$ cat src/rtl/board_pkg.sv
// Shared types and sizes for the magic-square board loader.
package board_pkg;
    localparam int NUM_CELLS = 9;
    localparam int NUM_LINES = 8;

    typedef logic [3:0] digit_t;
    typedef logic [4:0] sum_t;

    typedef enum logic [1:0] {LOAD, SUM, DONE} loader_state_t;
endpackage

$ cat src/rtl/line_cell_lut.sv
// Maps a line index (rows, cols, diag, anti-diag) to its three row-major cell indices.
module line_cell_lut (
    input  logic [2:0] line_idx,
    output logic [3:0] cell_a,
    output logic [3:0] cell_b,
    output logic [3:0] cell_c
);
    always_comb begin
        cell_a = 4'd0;
        cell_b = 4'd0;
        cell_c = 4'd0;
        case (line_idx)
            3'd0: begin cell_a = 4'd0; cell_b = 4'd1; cell_c = 4'd2; end
            3'd1: begin cell_a = 4'd3; cell_b = 4'd4; cell_c = 4'd5; end
            3'd2: begin cell_a = 4'd6; cell_b = 4'd7; cell_c = 4'd8; end
            3'd3: begin cell_a = 4'd0; cell_b = 4'd3; cell_c = 4'd6; end
            3'd4: begin cell_a = 4'd1; cell_b = 4'd4; cell_c = 4'd7; end
            3'd5: begin cell_a = 4'd2; cell_b = 4'd5; cell_c = 4'd8; end
            3'd6: begin cell_a = 4'd0; cell_b = 4'd4; cell_c = 4'd8; end
            3'd7: begin cell_a = 4'd2; cell_b = 4'd4; cell_c = 4'd6; end
        endcase
    end
endmodule

$ cat src/rtl/board_loader.sv
// Loads nine digits serially, then computes the eight line sums one per cycle.
// Optional undo of the last digit is enabled with `define BOARD_UNDO_EN.
module board_loader
    import board_pkg::*;
(
    input  logic       clock,
    input  logic       reset_L,
    input  logic       clear,
    input  logic [3:0] digit_in,
    input  logic       digit_valid,
    output logic       digit_ready,
    input  logic       undo,
    output logic [3:0] cell_count,
    output logic [3:0] num1,
    output logic [3:0] num2,
    output logic [3:0] num3,
    output logic [3:0] num4,
    output logic [3:0] num5,
    output logic [3:0] num6,
    output logic [3:0] num7,
    output logic [3:0] num8,
    output logic [3:0] num9,
    output logic [4:0] s1,
    output logic [4:0] s2,
    output logic [4:0] s3,
    output logic [4:0] s4,
    output logic [4:0] s5,
    output logic [4:0] s6,
    output logic [4:0] s7,
    output logic [4:0] s8,
    output logic       board_done
);
    loader_state_t state, state_nxt;
    logic [NUM_CELLS-1:0][3:0] cells;
    logic [NUM_LINES-1:0][4:0] sums;
    logic [3:0] count;
    logic [3:0] line_idx;
    logic [3:0] cell_a, cell_b, cell_c;
    sum_t line_sum;
    logic accept, do_undo, undo_gate;

`ifdef BOARD_UNDO_EN
    assign undo_gate = undo;
    assign do_undo   = (state == LOAD) && (count != 4'd0) && undo && !clear;
`else
    logic unused_undo;
    assign unused_undo = undo;
    assign undo_gate   = 1'b0;
    assign do_undo     = 1'b0;
`endif

    line_cell_lut u_lut (
        .line_idx (line_idx[2:0]),
        .cell_a   (cell_a),
        .cell_b   (cell_b),
        .cell_c   (cell_c)
    );

    assign line_sum = sum_t'(cells[cell_a]) + sum_t'(cells[cell_b]) + sum_t'(cells[cell_c]);

    always_ff @(posedge clock or negedge reset_L) begin
        if (!reset_L) state <= LOAD;
        else          state <= state_nxt;
    end

    always_comb begin
        state_nxt   = state;
        digit_ready = 1'b0;
        case (state)
            LOAD: begin
                digit_ready = (count < 4'd9) && !clear && !undo_gate;
                if (digit_valid && digit_ready && count == 4'd8) state_nxt = SUM;
            end
            // line_idx reaching 8 means the last sum landed on the previous edge
            SUM:     if (line_idx == 4'd8) state_nxt = DONE;
            DONE:    state_nxt = DONE;
            default: state_nxt = LOAD;
        endcase
        if (clear) state_nxt = LOAD;
    end

    assign accept = digit_valid && digit_ready;

    always_ff @(posedge clock or negedge reset_L) begin
        if (!reset_L) begin
            cells    <= '0;
            sums     <= '0;
            count    <= 4'd0;
            line_idx <= 4'd0;
        end else if (clear) begin
            cells    <= '0;
            sums     <= '0;
            count    <= 4'd0;
            line_idx <= 4'd0;
        end else if (accept) begin
            cells[count] <= digit_in;
            count        <= count + 4'd1;
            line_idx     <= 4'd0;
        end else if (do_undo) begin
            cells[count - 4'd1] <= 4'd0;
            count               <= count - 4'd1;
        end else if (state == SUM && line_idx < 4'd8) begin
            sums[line_idx[2:0]] <= line_sum;
            line_idx            <= line_idx + 4'd1;
        end
    end

    assign cell_count = count;
    assign board_done = (state == DONE);

    assign num1 = cells[0];
    assign num2 = cells[1];
    assign num3 = cells[2];
    assign num4 = cells[3];
    assign num5 = cells[4];
    assign num6 = cells[5];
    assign num7 = cells[6];
    assign num8 = cells[7];
    assign num9 = cells[8];

    assign s1 = sums[0];
    assign s2 = sums[1];
    assign s3 = sums[2];
    assign s4 = sums[3];
    assign s5 = sums[4];
    assign s6 = sums[5];
    assign s7 = sums[6];
    assign s8 = sums[7];
endmodule

$ cat config.mk
export PLATFORM = sky130hd
export DESIGN_NAME = board_loader
export DESIGN_NICKNAME = d
export VERILOG_FILES = /design/src/rtl/board_pkg.sv /design/src/rtl/line_cell_lut.sv /design/src/rtl/board_loader.sv
export SDC_FILE = /design/constraint.sdc
export NUM_CORES = 1
export LEC_CHECK = 0
export ABC_AREA = 1
export BUFFER_PORTS_ARGS = -buffer_cell sky130_fd_sc_hd__buf_2
export CORE_MARGIN = 2
export CORE_UTILIZATION = 30
export DETAILED_ROUTE_END_ITERATION = 6
export GPL_TIMING_DRIVEN = 0
export RECOVER_POWER = 100
export REMOVE_ABC_BUFFERS = 1
export SLEW_MARGIN = 40
export SYNTH_ARGS = -nofsm -noshare
export SYNTH_HDL_FRONTEND = slang
export SYNTH_SLANG_ARGS = --single-unit
$ cat constraint.sdc
create_clock -name clock -period 7.37 [get_ports clock]
set_input_delay 0.3685 -clock clock [delete_from_list [all_inputs] [get_ports clock]]
set_output_delay 0.3685 -clock clock [all_outputs]
set_load 0.005 [all_outputs]
# Yosys cells after proc, flatten, opt, wreduce, memory -nomap -nowiden
# Memories as Yosys holds them, arrays and structs flattened.
# Index checks and enable logic that the tools add are counted.
# word_totals
register_bits	86
mem_bits_ro	80
inputBits	9
out_inout_bits	82
word_cells	82
n_memories	1
# classes
n_addsub	4
n_lt_le_gt_ge	9
eq_ne	7
mux	27
n_reduce_logical	14
# memory_table
name	words	word_bits	read_ports	rd_clocked_by_memory_dff	wr	line_no	text
(name not given)	8	10	1	0	0	line_cell_lut.sv:12	case (line_idx)
# op_table
operator	n
40-bit 2-to-1 mux	3
36-bit 2-to-1 mux	2
4-bit binary-select mux with 4-bit select	3
40-bit bitwise mux	1
36-bit bitwise mux	1
4-bit 2-to-1 mux	9
4-bit by 5-bit < comparator with 1-bit output, second input constant	4
4-bit demux with 4-bit select	1
5-bit demux with 3-bit select	1
4-bit by 1-bit adder with 4-bit output, second input constant	2
4-bit equality test, second input constant	2
4-bit < comparator, second input constant	2
1-bit logical AND	7
2-bit 2-to-1 mux	3
3-bit inequality test, second input constant	2
2-bit case mux with 3 select lines	1
4-bit by 4-bit adder with 5-bit output	1
5-bit by 4-bit adder with 5-bit output	1
5-bit 2-to-1 mux	1
4-bit by 1-bit >= comparator with 1-bit output, second input constant	1
3-bit by 4-bit < comparator with 1-bit output, second input constant	1
2-bit AND reduction	2
2-bit nonzero test	2
3-bit by 1-bit >= comparator with 1-bit output, second input constant	1
7 further kinds	7

# Longest topological paths before layout
# An unclocked memory read counts as a cell.
# depth
depth_word	9
mapped_depth	19
mapped_depth_nobuf	19

# Hierarchy
# From an unflattened synthesis, not the netlist that was laid out.
# hier_totals
cells_unflattened	720
hier_area_um2	5392.7
# modules_own_cells
mod	instances	cells_per_inst	area_per_inst_um2	seq_area_each_um2
board_loader	1	690	5215.0	2152.1
line_cell_lut	1	30	177.7	0.0

# Worst setup path before layout
# Ideal clock, no wire load.
# synth_timing
kind	reg2reg
start	register line_idx[0]
end	register sums, in the netlist s1[4]
setup_time_ns	0.065
t_arrival_ns	3.491
required_time_ns	7.305
path_slack_ns	3.814
stages_incl_launch_ff	19
n_path_buf	1
synth_period_minus_slack_ns	3.556
cell_sequence	dfrtp_1 inv_2 ha_1 buf_4 nand2_1 o21ai_4 inv_1 nor3_2 nand2_1 nand2_1 nand2_1 fa_1 inv_1 ha_1 a21oi_1 nand2_1 xnor2_1 nand3_1 nand2_1
# synth_between
elab_chain_len	9
elab_cells_between_ends	22
classes_between	add/sub: 2; order compare: 3; mux: 12; reduce/logical: 4; memory: 1
# synth_lines
element	line_no	text
from (decl)	board_loader.sv:37	logic [3:0] line_idx;
from (signal assigned)	board_loader.sv:104	line_idx <= line_idx + 4'd1;
memory read 8 x 10 bit	n/a	
4-bit binary-select mux with 4-bit select	board_loader.sv:59	assign line_sum = sum_t'(cells[cell_a]) + sum_t'(cells[cell_b]) + sum_t'(cells[cell_c]);
4-bit 2-to-1 mux (not written as such)	board_loader.sv:59	
4-bit by 4-bit adder with 5-bit output	board_loader.sv:59	
5-bit by 4-bit adder with 5-bit output	board_loader.sv:59	
40-bit bitwise mux	board_loader.sv:103	sums[line_idx[2:0]] <= line_sum;
40-bit 2-to-1 mux	board_loader.sv:102	end else if (state == SUM && line_idx < 4'd8) begin
40-bit 2-to-1 mux	board_loader.sv:95	end else if (accept) begin
40-bit 2-to-1 mux	board_loader.sv:90	end else if (clear) begin
to (signal, indexed assignment)	board_loader.sv:103	
to (decl)	board_loader.sv:35	logic [NUM_LINES-1:0][4:0] sums;
# Parallel ways exist; a longest one is shown, timed or not. The select of a mux whose other input is x is not followed.
# A chain may end at the register's enable or synchronous reset.

# Worst setup path after layout
# layout_timing
start	register line_idx[0]
end	register sums, in the netlist s8[4]
# The elaborated chain is that of the path after synthesis.

==> impl_metrics.json <==
{
  "postRouteAntennaNets": 0,
  "switchingPower_mw": 0.936,
  "violations": "capacitance limit, slew limit",
  "worstReg2RegStart": "line_idx[0]",
  "crit_slowest_cell": "xnor2_1",
  "min_from": "digit_in[1]",
  "drc_errors": 0,
  "fin_setup_tns_ns": 0,
  "p_int_mw": 1.04,
  "p_per_area_nw_per_um2": 325,
  "grt_usage_pct": 17.4,
  "gp_congestion": 0.890,
  "endpoint_kind": "flop",
  "netlist_area_um2": 5250,
  "status": "finished, violations left",
  "io_buffers": 89,
  "peakVddDrop_uv": 198,
  "wirelength_um": 15800,
  "cp.required_ns": 7.66,
  "cts_root_buf": "clkbuf_16",
  "hold_viol": 0,
  "synthTopCellsByArea": "dfrtp_1 (41%), nand2_1 (23%), nand3_1 (11%)",
  "fmax_mhz": 192,
  "core_um2": 17200,
  "synth_enable_flop_cells": 0,
  "synth_cells": 709,
  "fp.dieH_um": 136,
  "holdPathEnd": "num8[1]",
  "reg2reg_to": "s8[4]",
  "postSynthAreaPerCell_um2": 7.41,
  "rows": 48,
  "cts-buffers-inserted": 9,
  "ys_ff_latch": 86,
  "via_per_inst": 4.83,
  "maxSlewHeadroom_pct": -111,
  "totalPowerFinal_mw": 1.97,
  "whs_path_depth": 3,
  "dieWidth_um": 136,
  "skew_ns": 0.00731,
  "clock_sinks": 86,
  "crit_chain": "inv_1 -> ha_1 -> nand2_1 -> o21ai_0 -> inv_1 -> nor3_1 -> nand2_1 -> nand2_1 -> nand2_1 -> fa_1 -> inv_1 -> ha_1 -> a21oi_1 -> nand2_1 -> xnor2_1 -> nand3_1 -> nand2_1",
  "cts_buffer_depth": 2,
  "grt_pass1_wl_um": 25000,
  "pwr-share-seq_pct": 27.4,
  "clockPowerShare_pct": 24.7,
  "dr.pass1.iters": 7,
  "worstMarginPinSlew_ns": 3.16,
  "wl_per_cell_um": 15.5,
  "grt_setup_unrepaired": "no",
  "dieArea_um2": 18600,
  "io-pin-count": 91,
  "antenna_found_initial": 1,
  "htreeDepth": 3,
  "globalRouteOverflowTotal": 0,
  "leakagePower_nw": 3.37,
  "slowest_delay_ns": 0.72,
  "cp-start-kind": "flop",
  "cts_tree": "done",
  "ys_types": 35,
  "hpwlAfterDp_um": 11500,
  "dr.first_iter.drc_count": 285,
  "path_max_fanout": 11,
  "grt_pass1_vias": 4616,
  "yosysWarnings": 0,
  "setup_viol": 0,
  "r2r_slack_ns": 2.17,
  "syn_to_final_growth_pct": 15.5,
  "n_antenna_cell": 0,
  "slew_violations": 111,
  "critical_path_class": "reg2reg",
  "synth_flop_cell": "dfrtp_1",
  "crit_arrival_ns": 5.48,
  "drive_gt1_share_pct": 10.2,
  "drv_cap": 3,
  "async_flop_share_pct": 100,
  "vias": 4925,
  "yosysTopAreaCell": "dfrtp_1",
  "p_sw_share_pct": 47.4,
  "hold_path.class": "in2reg",
  "period_share_pct": 70.5,
  "fin_crit_ns": 5.20,
  "r2r.worst_path.cells": 17,
  "synth_top_area_share_pct": 41.0,
  "cp_common_cell": "nand2_1",
  "initial_core_util_pct": 30.5,
  "seq_area_frac_synth_pct": 41.0,
  "layout.nets": 821,
  "power.share.combinational_pct": 47.9,
  "worst_setup_hold_path_clk_slew_ns": 0.07,
  "fillers": 1852,
  "grt_max_degree": 58,
  "clkLatencyLatePin_ns": 0.35
}
==> per-layer routing <==
| layer | vias to the layer above | GRT usage, % | share of wire (%) |
|---|---|---|---|
| li1 | 2434 | - | - |
| met1 | 2321 | 24.0 | 46 |
| met2 | 142 | 27.2 | 47 |
| met3 | 26 | 3.21 | 5.6 |
| met4 | 2 | 6.25 | 1.9 |
| met5 | - | 0 | 0.082 |
==> layout by cell type (no fill, tap or decap), types with 2 or more instances in the layout <==
master	synthesis	layout
nand2_1	316	316
nor2_1	22	22
nor3_1	2	3
o21ai_2	2	2
o21ai_0	18	19
clkbuf_16	0	9
ha_1	18	18
inv_2	3	4
inv_1	48	47
nand4_1	2	2
clkbuf_1	3	50
fa_1	5	5
nor2_2	2	2
o211ai_1	7	7
clkinv_4	0	2
nand2_2	5	5
a21oi_1	8	9
dfrtp_1	86	86
nand3b_1	5	5
o21ai_1	2	2
inv_6	0	3
nand3_1	117	118
nor2_8	7	7
buf_2	8	39
==> per-stage QoR <==
step / worst slack [ns] / std cells / hold slack (ns) / cell area (um2) / util (%)
3_5_place_dp: 2.75 / 1002 / 0.273 / 5870 / 34.1
4_1_cts: 2.74 / 1019 / 0.233 / 6190 / 35.9
2_1_floorplan: 3.70 / 687 / 0.0729 / 5100 / -
5_1_grt: 1.72 / 1019 / 0.254 / 6070 / 35.2
3_3_place_gp: 2.76 / 1001 / 0.460 / 5830 / 33.8
6_report: 2.17 / 1019 / 0.240 / 6070 / 35.2
==> critical path: cells and delay by family, from the launching register on <==
family                     cells  cell delay [ns]
AOI/OAI and AO/OA              2             0.56
DFF                            1             0.56
adders and majority gates      3             1.44
and+or+nand+nor                8             1.13
xor gates and xnor gates       1             0.72
buffers and inverters          3             0.71
==> logic make-up (layout without fill, tap and decap cells) <==
logic type	after synthesis	in the layout	share of synthesized area (%)
DFF	86	86	41.0
buffers and inverters	74	159	6.62
xor gates and xnor gates	2	2	0.333
AOI/OAI and AO/OA	41	41	4.95
and+or+nand+nor	483	483	40.9
adders and majority gates	23	23	6.19
==> sequential cells by signal, indices dropped and copies added (netlist names), 5 cells and up <==
name,count
s8,5
s5,5
s4,5
s2,5
s7,5
s6,5
s3,5
s1,5
==> Yosys cell counts, types with 2 or more instances <==
master,number
inv_2,3
clkbuf_1,3
fa_1,5
dfrtp_1,86
o21ai_0,18
nand4_1,2
buf_6,2
nor2_8,7
o21ai_1,2
nand2_2,5
nor2_2,2
nand3_2,2
a21oi_2,2
o211ai_1,7
buf_2,8
nand2_1,316
nor3_1,2
nand3b_1,5
a21oi_1,8
nor2_1,22
buf_4,7
ha_1,18
o21ai_2,2
inv_1,48
nand3_1,117
==> how the worst max path moves through the flow <==
stage	start	endpoint	slack [ns]
global route	line_idx[0]	s1[4]	1.72
detailed placement	line_idx[0]	s8[4]	2.75
finish	line_idx[0]	s8[4]	2.17
global placement	line_idx[0]	s8[4]	2.76
CTS	line_idx[0]	s8[4]	2.74
floorplan	line_idx[0]	s1[4]	3.70
==> power groups by stage <==
stage                     logic [mW]  registers [mW]  clock network, mW
final                          0.946           0.541              0.487
after global routing            1.06           0.546              0.515
after CTS                      0.951           0.542              0.497
after detailed placement       0.949           0.551                  0
after global placement         0.948           0.552                  0
after floorplan                0.633           0.546                  0
==> repair_timing <==
item / 4_1_cts / 5_1_grt
setup buffers: 0 / 0
hold endpoints to repair: 29 / 0
setup endpoints to repair: 0 / 0
hold buffers: 1 / 0
resized for setup: 0 / 0
==> area by class of cell <==
cell class	instances	area [um2]	share of cell area [%]
Inverter	52	198	3.26
Tap cell	225	282	4.64
Timing Repair Buffer	91	397	6.53
Multi-Input combinational cell	549	2730	45.0
Sequential cell	86	2150	35.5
Clock buffer	10	239	3.94
Clock inverter	6	73.8	1.22
(Power assumes the default switching activity.)
